[src/rtl/serial_comparator_if.sv]
// Handshake/operand bundle for serial_comparator: the master issues start/a/b,
// the slave returns busy, the done pulse and the gt/lt/eq result flags.
interface serial_comparator_if #(
  parameter int WIDTH = 8
);
  logic             start;
  logic [WIDTH-1:0] a;
  logic [WIDTH-1:0] b;
  logic             busy;
  logic             done;
  logic             gt;
  logic             lt;
  logic             eq;

  modport master (output start, a, b, input busy, done, gt, lt, eq);
  modport slave  (input start, a, b, output busy, done, gt, lt, eq);
endinterface

[src/rtl/serial_comparator.sv]
// Bit-serial MSB-first unsigned magnitude comparator with a one-cycle done pulse.
// Define SERIAL_COMPARATOR_EARLY_EXIT_EN to finish on the first differing bit.
module serial_comparator #(
  parameter int WIDTH = 8
) (
  input logic                clk,
  input logic                rst,
  serial_comparator_if.slave bus
);
  localparam int IDX_W = $clog2(WIDTH);

  localparam logic [1:0] IDLE = 2'd0;
  localparam logic [1:0] RUN  = 2'd1;
  localparam logic [1:0] DONE = 2'd2;

  logic [1:0]       state_r;
  logic [WIDTH-1:0] a_r;
  logic [WIDTH-1:0] b_r;
  logic [IDX_W-1:0] idx_r;
  logic             decided_r;
  logic             dec_gt_r;
  logic             busy_r;
  logic             done_r;
  logic             gt_r;
  logic             lt_r;
  logic             eq_r;

  logic bit_a_s;
  logic bit_b_s;
  logic diff_s;
  logic dec_s;
  logic dec_gt_s;
  logic last_s;
  logic finish_s;

  // Single-bit compare on the current index; the first difference wins.
  always_comb begin
    bit_a_s = a_r[idx_r];
    bit_b_s = b_r[idx_r];
    diff_s  = ~decided_r & (bit_a_s ^ bit_b_s);
    dec_s   = decided_r | diff_s;
    if (decided_r) begin
      dec_gt_s = dec_gt_r;
    end else begin
      dec_gt_s = bit_a_s;
    end
    last_s = (idx_r == IDX_W'(0));
`ifdef SERIAL_COMPARATOR_EARLY_EXIT_EN
    finish_s = last_s | diff_s;
`else
    finish_s = last_s;
`endif
  end

  // Control FSM, operand shadow registers and registered result outputs.
  always_ff @(posedge clk or posedge rst) begin
    if (rst) begin
      state_r   <= IDLE;
      a_r       <= '0;
      b_r       <= '0;
      idx_r     <= '0;
      decided_r <= 1'b0;
      dec_gt_r  <= 1'b0;
      busy_r    <= 1'b0;
      done_r    <= 1'b0;
      gt_r      <= 1'b0;
      lt_r      <= 1'b0;
      eq_r      <= 1'b0;
    end else begin
      case (state_r)
        IDLE: begin
          if (bus.start) begin
            a_r       <= bus.a;
            b_r       <= bus.b;
            idx_r     <= IDX_W'(WIDTH - 1);
            decided_r <= 1'b0;
            dec_gt_r  <= 1'b0;
            busy_r    <= 1'b1;
            state_r   <= RUN;
          end else begin
            state_r   <= IDLE;
          end
        end
        RUN: begin
          decided_r <= dec_s;
          dec_gt_r  <= dec_gt_s;
          if (finish_s) begin
            busy_r  <= 1'b0;
            done_r  <= 1'b1;
            gt_r    <= dec_s & dec_gt_s;
            lt_r    <= dec_s & ~dec_gt_s;
            eq_r    <= ~dec_s;
            state_r <= DONE;
          end else begin
            idx_r   <= idx_r - IDX_W'(1);
          end
        end
        DONE: begin
          done_r  <= 1'b0;
          state_r <= IDLE;
        end
        default: begin
          busy_r  <= 1'b0;
          done_r  <= 1'b0;
          state_r <= IDLE;
        end
      endcase
    end
  end

  assign bus.busy = busy_r;
  assign bus.done = done_r;
  assign bus.gt   = gt_r;
  assign bus.lt   = lt_r;
  assign bus.eq   = eq_r;
endmodule

[src/flat_wrapper.sv]
// flat-port wrapper written by rule: the top's interface ports become plain ports
module serial_comparator_flat 
#(
  parameter int WIDTH = 8
)
  (clk, rst, bus_start, bus_a, bus_b, bus_busy, bus_done, bus_gt, bus_lt, bus_eq);
  serial_comparator_if #(.WIDTH(WIDTH)) bus_i ();
  input logic clk;
  input logic rst;
  input wire logic [$bits(bus_i.start)-1:0] bus_start;
  input wire logic [$bits(bus_i.a)-1:0] bus_a;
  input wire logic [$bits(bus_i.b)-1:0] bus_b;
  output wire logic [$bits(bus_i.busy)-1:0] bus_busy;
  output wire logic [$bits(bus_i.done)-1:0] bus_done;
  output wire logic [$bits(bus_i.gt)-1:0] bus_gt;
  output wire logic [$bits(bus_i.lt)-1:0] bus_lt;
  output wire logic [$bits(bus_i.eq)-1:0] bus_eq;
  assign bus_i.start = bus_start;
  assign bus_i.a = bus_a;
  assign bus_i.b = bus_b;
  assign bus_busy = bus_i.busy;
  assign bus_done = bus_i.done;
  assign bus_gt = bus_i.gt;
  assign bus_lt = bus_i.lt;
  assign bus_eq = bus_i.eq;
  serial_comparator #(.WIDTH(WIDTH)) u_core (.clk(clk), .rst(rst), .bus(bus_i));
endmodule
[config.mk]
export PLATFORM = sky130hd
export DESIGN_NAME = serial_comparator_flat
export DESIGN_NICKNAME = d
export VERILOG_FILES = /design/src/rtl/serial_comparator_if.sv /design/src/rtl/serial_comparator.sv /design/src/flat_wrapper.sv
export SDC_FILE = /design/constraint.sdc
export NUM_CORES = 1
export LEC_CHECK = 0
export BUFFER_PORTS_ARGS = -buffer_cell sky130_fd_sc_hd__clkbuf_2
export CAP_MARGIN = 20
export CORE_UTILIZATION = 50
export DETAILED_ROUTE_END_ITERATION = 10
export PLACE_DENSITY = 0.84
export REMOVE_ABC_BUFFERS = 1
export SLEW_MARGIN = 10
export SYNTH_ARGS = -nofsm -noshare
export SYNTH_HDL_FRONTEND = slang
export SYNTH_SLANG_ARGS = --single-unit
[constraint.sdc]
create_clock -name clk -period 4 [get_ports clk]
set_input_delay 0.8 -clock clk [delete_from_list [all_inputs] [get_ports clk]]
set_output_delay 0.8 -clock clk [all_outputs]
set_load 0.03 [all_outputs]
; After elaboration in Yosys (flattened, before gate mapping)
; Index checks and enable logic that the tools add are counted.
[word_totals]
inputBits = 19
ff_bits = 28
output_inout_bits = 5
elab_cells = 56
[op_classes]
n_eq_ne = 5
bitwise = 10
addsub = 1
muxes = 19
magnitude_cmp = 1
reduce_logical = 9
[ops]
columns = operator, n
row1 = 2-to-1 mux 1 bit, 8
row2 = AND reduction 2 bit, 4
row3 = binary-select mux 1 bit (select 3 bit), 2
row4 = 2-to-1 mux 3 bit, 2
row5 = one-hot mux 1 bit (2 select lines), 3
row6 = one-hot mux 3 bit (2 select lines), 1
row7 = AND reduction 3 bit, 2
row8 = inverter 1 bit, 5
row9 = less-than comparator 3 x 4 -> 1 bit (second input constant), 1
row10 = inequality test 2 bit (second input constant), 2
row11 = one-hot mux 2 bit (2 select lines), 1
row12 = bitwise AND 1 bit, 3
row13 = logical NOT 3 bit, 1
row14 = one-hot mux 1 bit (3 select lines), 1
row15 = subtractor 3 x 1 -> 3 bit (second input constant), 1
row16 = equality test 2 x 1 -> 1 bit (second input constant), 1
row17 = equality test 2 bit (second input constant), 1
row18 = logical NOT 2 bit, 1
row19 = 2-to-1 mux 2 bit, 1
row20 = inequality test 2 x 1 -> 1 bit (second input constant), 1
row21 = nonzero test 2 bit, 1
row22 = OR 1 bit, 1
row23 = bitwise XOR 1 bit, 1

; Logic depth before layout (Yosys ltp)
; Gate-level depths: netlist of run 1.
[logic_depth]
word_depth = 6
depth_mapped = 8
mapped_depth_nobuf = 7

; Worst setup path before layout of run 1
; No wires, ideal clock.
[synth_path]
kind = input -> register
start = in bus_start
end = reg u_core.a_r[2]
setup_time_ps = 125
path_buffers = 1
cell_stages = 4
path_slack_ps = 2133
arrival_ps = 1742
path_cell_list = nand2b_1 -> nor2_2 -> buf_2 -> mux2_2
[synth_via]
elab_chain_len = 1
[synth_lines]
columns = item, line
row1 = "start, declared", flat_wrapper.sv:10  ; input wire logic [$bits(bus_i.start)-1:0] bus_start;
row2 = AND reduction 2 bit (no line), -
row3 = "end signal, assigned", serial_comparator.sv:73  ; a_r <= bus.a;
row4 = "end, declared", serial_comparator.sv:17  ; logic [WIDTH-1:0] a_r;
; No other way between the ends.
; A chain may end at the register's enable or synchronous reset.

; Final worst setup path of run 1
[layout_path]
start = reg u_core.idx_r[0]
end = reg u_core.lt_r (netlist: u_core.bus.lt)
[layout_via]
elab_chain_len = 6
[layout_lines]
columns = item, line
row1 = "start, declared", serial_comparator.sv:19  ; logic [IDX_W-1:0] idx_r;
row2 = "start signal, assigned", serial_comparator.sv:75  ; idx_r <= IDX_W'(WIDTH - 1);
row3 = "start signal, assigned", serial_comparator.sv:95  ; idx_r <= idx_r - IDX_W'(1);
row4 = "binary-select mux 1 bit (select 3 bit), on equally long branches", "serial_comparator.sv:38, serial_comparator.sv:39"
row5 = "2-to-1 mux 1 bit, on equally long branches", "serial_comparator.sv:38, serial_comparator.sv:39"
row6 = bitwise XOR 1 bit, serial_comparator.sv:40  ; diff_s = ~decided_r & (bit_a_s ^ bit_b_s);
row7 = bitwise AND 1 bit, serial_comparator.sv:40
row8 = OR 1 bit, serial_comparator.sv:41  ; dec_s = decided_r | diff_s;
row9 = bitwise AND 1 bit, serial_comparator.sv:91  ; lt_r <= dec_s & ~dec_gt_s;
row10 = "end signal, assigned", serial_comparator.sv:91
row11 = "end, declared", serial_comparator.sv:25  ; logic lt_r;
; Several ways; a longest one is shown, not always the timed one. The select of a mux whose other input is x is not followed.

==> summary.md, run 1 <==
| Metric | Value |
|---|---|
| Status | `finished clean` |
| Residual DRC count | `0` |
| Synth area leaders | `dfrtp_1 (54%), mux2_2 (14%), mux4_1 (4.1%)` |
| GR Overflow Total | `0` |
| Mean post-synth cell area | `13.68 µm²` |
| NumNets Final | `141` |
| Detailed-route vias per instance | `5.396` |
| Routed Antenna Nets | `0` |
| CTS max path bufs | `2` |
| Worst Tran Pin Value | `813.9 ps` |
| Iter 0 DRT Violations | `6` |
| Crit path kind | `reg -> reg` |
| First-pass GRT wire length | `3.705 mm` |
| Final hold vios | `0` |
| Leak pwr | `0.6857 nW` |
| Synth Instances | `94` |
| Pre-CTS setup slack | `1810 ps` |
| Layout cells sized above 1 | `0.4202` |
| Clk Latency, worst-skew pair | `320 ps` |
| Count of buffers from port buffering | `23` |
| Yosys top cell by area | `dfrtp_1` |
| Critical path fanouts, max | `5` |
| Initial Util | `0.5240` |
| H-Tree Depth | `1` |
| Fin worst setup slack | `2151 ps` |
| Total global-route track usage | `0.1869` |
| RR Startpoint | `u_core.idx_r[0]$_DFFE_PP0P_` |
| Unique masters post-synth | `29` |
| End point of the critical path | `u_core.bus.lt$_DFFE_PP0P_` |
| Worst-case clock skew | `4.430 ps` |
| CP startpoint kind | `flop` |
| Layout overhead on the synthesized area | `15.27%` |
| Tcrit/Tclk final | `0.4622` |
| Unrepaired setup endpoints after global routing | `false` |
| CTS Sinks | `28` |
| # rows | `18` |
| Seq/Total Area, Yosys | `0.5447` |
| Vias | `804` |
| Final slew viol count | `0` |
| WL final | `2.085 mm` |
| Final Util | `0.6040` |
| DRT Pass-1 Iters | `3` |
| I/O pin count | `24` |
| Power Dens Cells | `810.2 nW/µm²` |
| Slew margin rel. | `0.4568` |
| Core outline area | `2455 µm²` |
| Synthesized area | `1286 µm²` |
| Yosys top cell area share | `0.5447` |
| DP HPWL | `1.579 mm` |
| DR WL/cell | `13.99 µm` |
| Antenna Cells | `0` |
| Initial antenna violation count | `0` |
| Register-to-register path setup slack | `2150 ps` |
| Critical path origin | `u_core.idx_r[0]$_DFFE_PP0P_` |
| FF+latch count, synth | `28` |
| Hold Buf Count CTS | `0` |
| Count of final setup violators | `0` |
| Minimum clock period | `1849 ps` |
| CTS tree | `built` |
| Reg2reg path depth | `4` |
| RePlAce Congestion | `0.7324` |
| Setup TNS | `0 ps` |
| Synth Warn # | `0` |
| Req. time, crit path | `4270 ps` |
| Crit path DAT | `2120 ps` |
| Total power | `1.201 mW` |
| Number of CTS-inserted buffers | `3` |
| CTS root buf | `clkbuf_4` |
| Post_cts resized | `0` |
| Die area | `2779 µm²` |
| FF-to-FF End | `u_core.bus.lt$_DFFE_PP0P_` |
| Maximum VDD drop | `0.4650 mV` |
| Die width | `52.72 µm` |
| Setup bufs post-CTS | `0` |
| Largest net degree at the start of global routing | `29` |
| Crit path capture type | `flop` |
| Max Clock Freq | `0.5409 GHz` |
| Worst-path clk slew | `150 ps` |
| Total of max-cap violations | `0` |
| Vias in the first global route | `892` |
| Hold Crit Class | `in -> async` |
| Die height | `52.72 µm` |
cell type report:
class                   instances  area [µm²]
fillers                       214       972.2
flip-flops and latches         28       700.7
multi-input cells              57       543.0
repair buffers                 24       142.6
well taps                      30       37.54
clock buffers                   4       36.28
inverters                       6       22.52
how the worst min path moves through the flow:
stage / startpoint / cells after the start / end / slack, ps
after floorplan: u_core.a_r[4]$_DFFE_PP0P_ / 1 / u_core.a_r[4]$_DFFE_PP0P_ / 450
after global placement: u_core.a_r[4]$_DFFE_PP0P_ / 1 / u_core.a_r[4]$_DFFE_PP0P_ / 460
after detailed placement: u_core.a_r[0]$_DFFE_PP0P_ / 1 / u_core.a_r[0]$_DFFE_PP0P_ / 490
after CTS: u_core.a_r[0]$_DFFE_PP0P_ / 1 / u_core.a_r[0]$_DFFE_PP0P_ / 520
after global routing: rst / 2 / u_core.dec_gt_r$_DFFE_PP0P_ / 380
final: rst / 2 / u_core.dec_gt_r$_DFFE_PP0P_ / 370
worst max-delay path: stages (launching register included):
cell     delay [ps]
dfrtp_1         540
mux4_1          670
mux2i_4         220
nor3b_1         220
o22a_1          150
placed cells by master (no fill, tap or decap), types with 2 or more instances in the layout:
master,n
clkbuf_4,3
dfrtp_1,28
o21ai_0,5
mux4_2,2
nand2_1,5
clkbuf_2,23
a22o_1,2
inv_1,6
mux4_1,2
nor2_1,2
o22a_1,2
nor3b_1,2
ha_1,2
nand2b_1,4
mux2_2,16
logic make-up (layout without fill, tap and decap cells):
| group | after synthesis | in the layout | synth area share |
|---|---|---|---|
| DFF | 28 | 28 | 0.5447 |
| muxes | 23 | 23 | 0.2529 |
| and+or+nand+nor | 17 | 17 | 0.07004 |
| AOI/OAI and AO/OA | 13 | 13 | 0.06615 |
| buffers and inverters | 9 | 34 | 0.03307 |
| adders and majority gates | 2 | 2 | 0.01945 |
| xor gates and xnor gates | 2 | 2 | 0.01362 |
Yosys cell counts (all sizes together):
cell,number
a21oi,1
a22o,2
buf,2
clkbuf,1
dfrtp,28
ha,2
inv,6
mux2,17
mux2i,2
mux4,4
nand2,5
nand2b,4
nand3,1
nor2,3
nor2b,1
nor3b,2
o21ai,6
o21bai,1
o22a,2
o31ai,1
or2,1
xnor2,1
xor2,1
registers in the layout, summed over array words and instances, names as in the netlist:
name              cells
u_core.a_r            8
u_core.b_r            8
u_core.bus.busy       1
u_core.bus.done       1
u_core.bus.eq         1
u_core.bus.gt         1
u_core.bus.lt         1
u_core.dec_gt_r       1
u_core.decided_r      1
u_core.idx_r          3
u_core.state_r        2
stage by stage:
| stage | hold WS, ps | instance area (µm²) | std cells |
|---|---|---|---|
| final | 371.9 | 1483 | 149 |
| after global routing | 377.0 | 1483 | 149 |
| after CTS | 524.6 | 1455 | 148 |
| after detailed placement | 492.3 | 1419 | 144 |
| after global placement | 465.0 | 1419 | 144 |
| after floorplan | 449.8 | 1266 | 91 |
per-layer routing:
metal | share of wire | global-route usage | vias up
li1 | - | - | 381
met1 | 0.44 | 0.1992 | 398
met2 | 0.51 | 0.3502 | 21
met3 | 0.038 | 0.03768 | 4
met4 | 0.014 | 0.07895 | 0
met5 | 0 | 0 | -
power breakdown:
| part | total [mW] | switching (mW) | internal, mW |
|---|---|---|---|
| clock | 0.135 | 0.0798 | 0.0557 |
| combinational | 0.540 | 0.247 | 0.292 |
| sequential | 0.526 | 0.107 | 0.420 |
Power figures use the tool's default switching activity.
==> run 2: changes to the inputs <==
--- a/config.mk
+++ b/config.mk
@@ -7,7 +7,7 @@
 export LEC_CHECK = 0
 export BUFFER_PORTS_ARGS = -buffer_cell sky130_fd_sc_hd__clkbuf_2
 export CAP_MARGIN = 20
-export CORE_UTILIZATION = 50
+export CORE_UTILIZATION = 48
 export DETAILED_ROUTE_END_ITERATION = 10
 export PLACE_DENSITY = 0.84
 export REMOVE_ABC_BUFFERS = 1
==> constraint.sdc (replaced) <==
create_clock -name clk -period 1.7 [get_ports clk]
set_input_delay 0.34 -clock clk [delete_from_list [all_inputs] [get_ports clk]]
set_output_delay 0.34 -clock clk [all_outputs]
set_load 0.03 [all_outputs]
==> run 2 against run 1 <==
Net effect: first-iteration DRC count is 130% higher; clock-buffer cell count is 1 lower; final cell count is 0.67% higher; sequential power is 140% higher; final area is 1.9% higher; die area is 4.0% higher; fmax is 9.3% higher; wire length is 1.3% higher; worst hold slack worse by 370 ps; clock skew is 13 ps higher; worst setup slack worse by 2100 ps; register-to-register slack worse by 2100 ps.
==> summary.md, run 2 (synthesis results as in run 1) <==
| Metric | Value |
|---|---|
| DR WL/cell | `14.08 µm (was 13.99 µm)` |
| Slew margin rel. | `0.7744 (was 0.4568)` |
| Initial antenna violation count | `0 (unchanged)` |
| Registers with the most flip-flops | `u_core.a_r: 8 flops, u_core.b_r: 8 flops, u_core.idx_r: 3 flops (unchanged)` |
| Layout cells sized above 1 | `0.4667 (was 0.4202)` |
| Wl on met1 | `922 µm (was 911 µm)` |
| Bufs and invs on worst path | `0 (unchanged)` |
| Count of buffers from port buffering | `23 (unchanged)` |
| Die width | `53.77 µm (was 52.72 µm)` |
| CP startpoint kind | `flop (unchanged)` |
| Core outline area | `2500 µm² (was 2455 µm²)` |
| CTS tree | `built (unchanged)` |
| Hold WS | `5.659 ps (was 371.9 ps)` |
| Routed Antenna Nets | `0 (unchanged)` |
| CTS Sinks | `28 (unchanged)` |
| Initial Util | `0.5145 (was 0.5240)` |
| Crit path kind | `reg -> reg (unchanged)` |
| Power Dens Cells | `2019 nW/µm² (was 810.2 nW/µm²)` |
| Pre-CTS setup slack | `-48.88 ps (was 1810 ps)` |
| Worst path slowest cell | `mux4_2 (was mux4_1)` |
| Minimum clock period | `1692 ps (was 1849 ps)` |
| DP HPWL | `1.542 mm (was 1.579 mm)` |
| Crit-path max cell delay | `550 ps (was 670 ps)` |
| DRT Pass-1 Iters | `4 (was 3)` |
| Setup TNS | `0 ps (unchanged)` |
| RePlAce Congestion | `0.7898 (was 0.7324)` |
| Comb pwr share | `0.443 (was 0.449)` |
| Reg power frac | `0.414 (was 0.438)` |
| Maximum VDD drop | `1.058 mV (was 0.4650 mV)` |
| Internal | `1.975 mW (was 767.6 µW)` |
| Largest net degree at the start of global routing | `29 (unchanged)` |
| Delay-heaviest family, CP | `multiplexers (unchanged)` |
| Number of CTS-inserted buffers | `3 (unchanged)` |
| Critical path fanouts, max | `5 (unchanged)` |
| Status | `finished clean (unchanged)` |
| NumNets Final | `142 (was 141)` |
| Tcrit/Tclk final | `0.9950 (was 0.4622)` |
| Residual DRC count | `0 (unchanged)` |
| Final hold vios | `0 (unchanged)` |
| Clk pwr share | `0.143 (was 0.113)` |
| H-Tree Depth | `1 (unchanged)` |
| Worst-case clock skew | `17.06 ps (was 4.430 ps)` |
| Worst-path clk slew | `160 ps (was 150 ps)` |
| Total power | `3.051 mW (was 1.201 mW)` |
| First-pass GRT wire length | `3.443 mm (was 3.705 mm)` |
| Req. time, crit path | `1970 ps (was 4270 ps)` |
| Switching Share | `0.3527 (was 0.3610)` |
| CTS max path bufs | `2 (unchanged)` |
| Antenna Cells | `0 (unchanged)` |
| Crit path capture type | `flop (unchanged)` |
| Total global-route track usage | `0.1742 (was 0.1869)` |
| Metal3 WL | `74 µm (was 80 µm)` |
| Switching pwr | `1.076 mW (was 433.7 µW)` |
| GR Overflow Total | `0 (unchanged)` |
| Max Clock Freq | `0.5912 GHz (was 0.5409 GHz)` |
| Total of max-cap violations | `0 (unchanged)` |
| # rows | `18 (unchanged)` |
| Vias | `782 (was 804)` |
| Uppermost layer routed | `met3 (was met4)` |
| Critical Path, Cell by Cell | `mux4_2 > mux2i_4 > nor3b_2 > o22a_1 (was mux4_1 > mux2i_4 > nor3b_1 > o22a_1)` |
| Most frequent cells in the layout | `dfrtp_1 (27), clkbuf_2 (23), mux2_2 (16), inv_1 (6) (was dfrtp_1 (28), clkbuf_2 (23), mux2_2 (16), inv_1 (6))` |
| Detailed-route vias per instance | `5.213 (was 5.396)` |
| Count of final setup violators | `0 (unchanged)` |
| Die area | `2891 µm² (was 2779 µm²)` |
| Clk Latency, worst-skew pair | `330 ps (was 320 ps)` |
| Unrepaired setup endpoints after global routing | `true (was false)` |
| Commonest non-fill, non-tap cell in the layout | `dfrtp_1 (unchanged)` |
| Fillers | `203 (was 214)` |
| Setup bufs post-CTS | `0 (unchanged)` |
| Crit path DAT | `1960 ps (was 2120 ps)` |
| Final slew viol count | `0 (unchanged)` |
| Worst Tran Pin Value | `338.5 ps (was 813.9 ps)` |
| Vias in the first global route | `763 (was 892)` |
| Iter 0 DRT Violations | `14 (was 6)` |
| Die height | `53.77 µm (was 52.72 µm)` |
| I/O pin count | `24 (unchanged)` |
| Layout overhead on the synthesized area | `17.51% (was 15.27%)` |
| Hold Crit Class | `in -> async (unchanged)` |
| Metal2 WL | `1.114 mm (was 1.063 mm)` |
| Leak pwr | `0.6882 nW (was 0.6857 nW)` |
| WL final | `2.112 mm (was 2.085 mm)` |
| CTS root buf | `clkbuf_4 (unchanged)` |
| Fin worst setup slack | `8.482 ps (was 2151 ps)` |
==> run 2: cell count changes in the layout (fill, tap and decap cells not counted) <==
cell / before / now
dfrtp_2: 0 / 1
bufinv_16: 0 / 1
mux4_1: 2 / 0
buf_4: 0 / 1
mux4_2: 2 / 4
nor3b_1: 2 / 0
buf_12: 0 / 1
clkbuf_8: 1 / 0
mux2i_4: 1 / 2
mux2i_2: 1 / 0
buf_16: 1 / 0
nor3b_2: 0 / 2
dfrtp_1: 28 / 27
==> run 2: what timing repair did <==
item,CTS,global route
pin swaps,0,1
endpoints found under the hold margin,0,0
hold buffers,0,0
setup endpoints to repair,5,5
resized for setup,2,4
==> run 2: worst paths after layout <==
check	start	end	slack (ps)	depth (start not counted)
worst max-delay path	u_core.idx_r[0]$_DFFE_PP0P_	u_core.bus.lt$_DFFE_PP0P_	8	4
worst min-delay path	rst	u_core.decided_r$_DFFE_PP0P_	6	3
worst max register to register	u_core.idx_r[0]$_DFFE_PP0P_	u_core.bus.lt$_DFFE_PP0P_	8	4
worst min register to register	u_core.a_r[4]$_DFFE_PP0P_	u_core.a_r[4]$_DFFE_PP0P_	520	1
max in group asynchronous	rst	u_core.bus.lt$_DFFE_PP0P_	1420	3
min in group clk	bus_a[4]	u_core.a_r[4]$_DFFE_PP0P_	210	2
==> run 2: area by class of cell <==
cell class	instances	area, µm²	share of cell area
Multi-Input combinational cell	57	554.3	0.3667
Sequential cell	28	701.9	0.4644
Tap cell	30	37.54	0.02483
Clock buffer	3	22.52	0.01490
Clock inverter	1	30.03	0.01987
Inverter	6	22.52	0.01490
Timing Repair Buffer	25	142.6	0.09437
==> run 2: metrics by stage <==
stage | utilization | std cells | instance area, µm²
floorplan | - | 91 | 1266
global placement | 0.5786 | 146 | 1446
detailed placement | 0.5786 | 146 | 1446
CTS | 0.6021 | 150 | 1505
global route | 0.6046 | 150 | 1511
finish | 0.6046 | 150 | 1511
==> run 2: routing by layer <==
layer  up-vias  track usage
met5         -            0
met4         0      0.07895
met3         0      0.02542
met2        19       0.2963
met1       380       0.2173
li1        383            -
==> run 2: worst min-delay path, cell delays in order <==
cell	delay, ps
clkbuf_2	80
inv_1	40
buf_4	310
==> run 2: power groups by stage <==
stage,sequential (mW),clock [mW],combinational [mW]
after CTS,1.25,0.444,1.30
after global placement,1.25,0,1.23
after floorplan,1.29,0,0.943
after global routing,1.32,0.473,1.47
after detailed placement,1.26,0,1.28
final,1.26,0.438,1.35
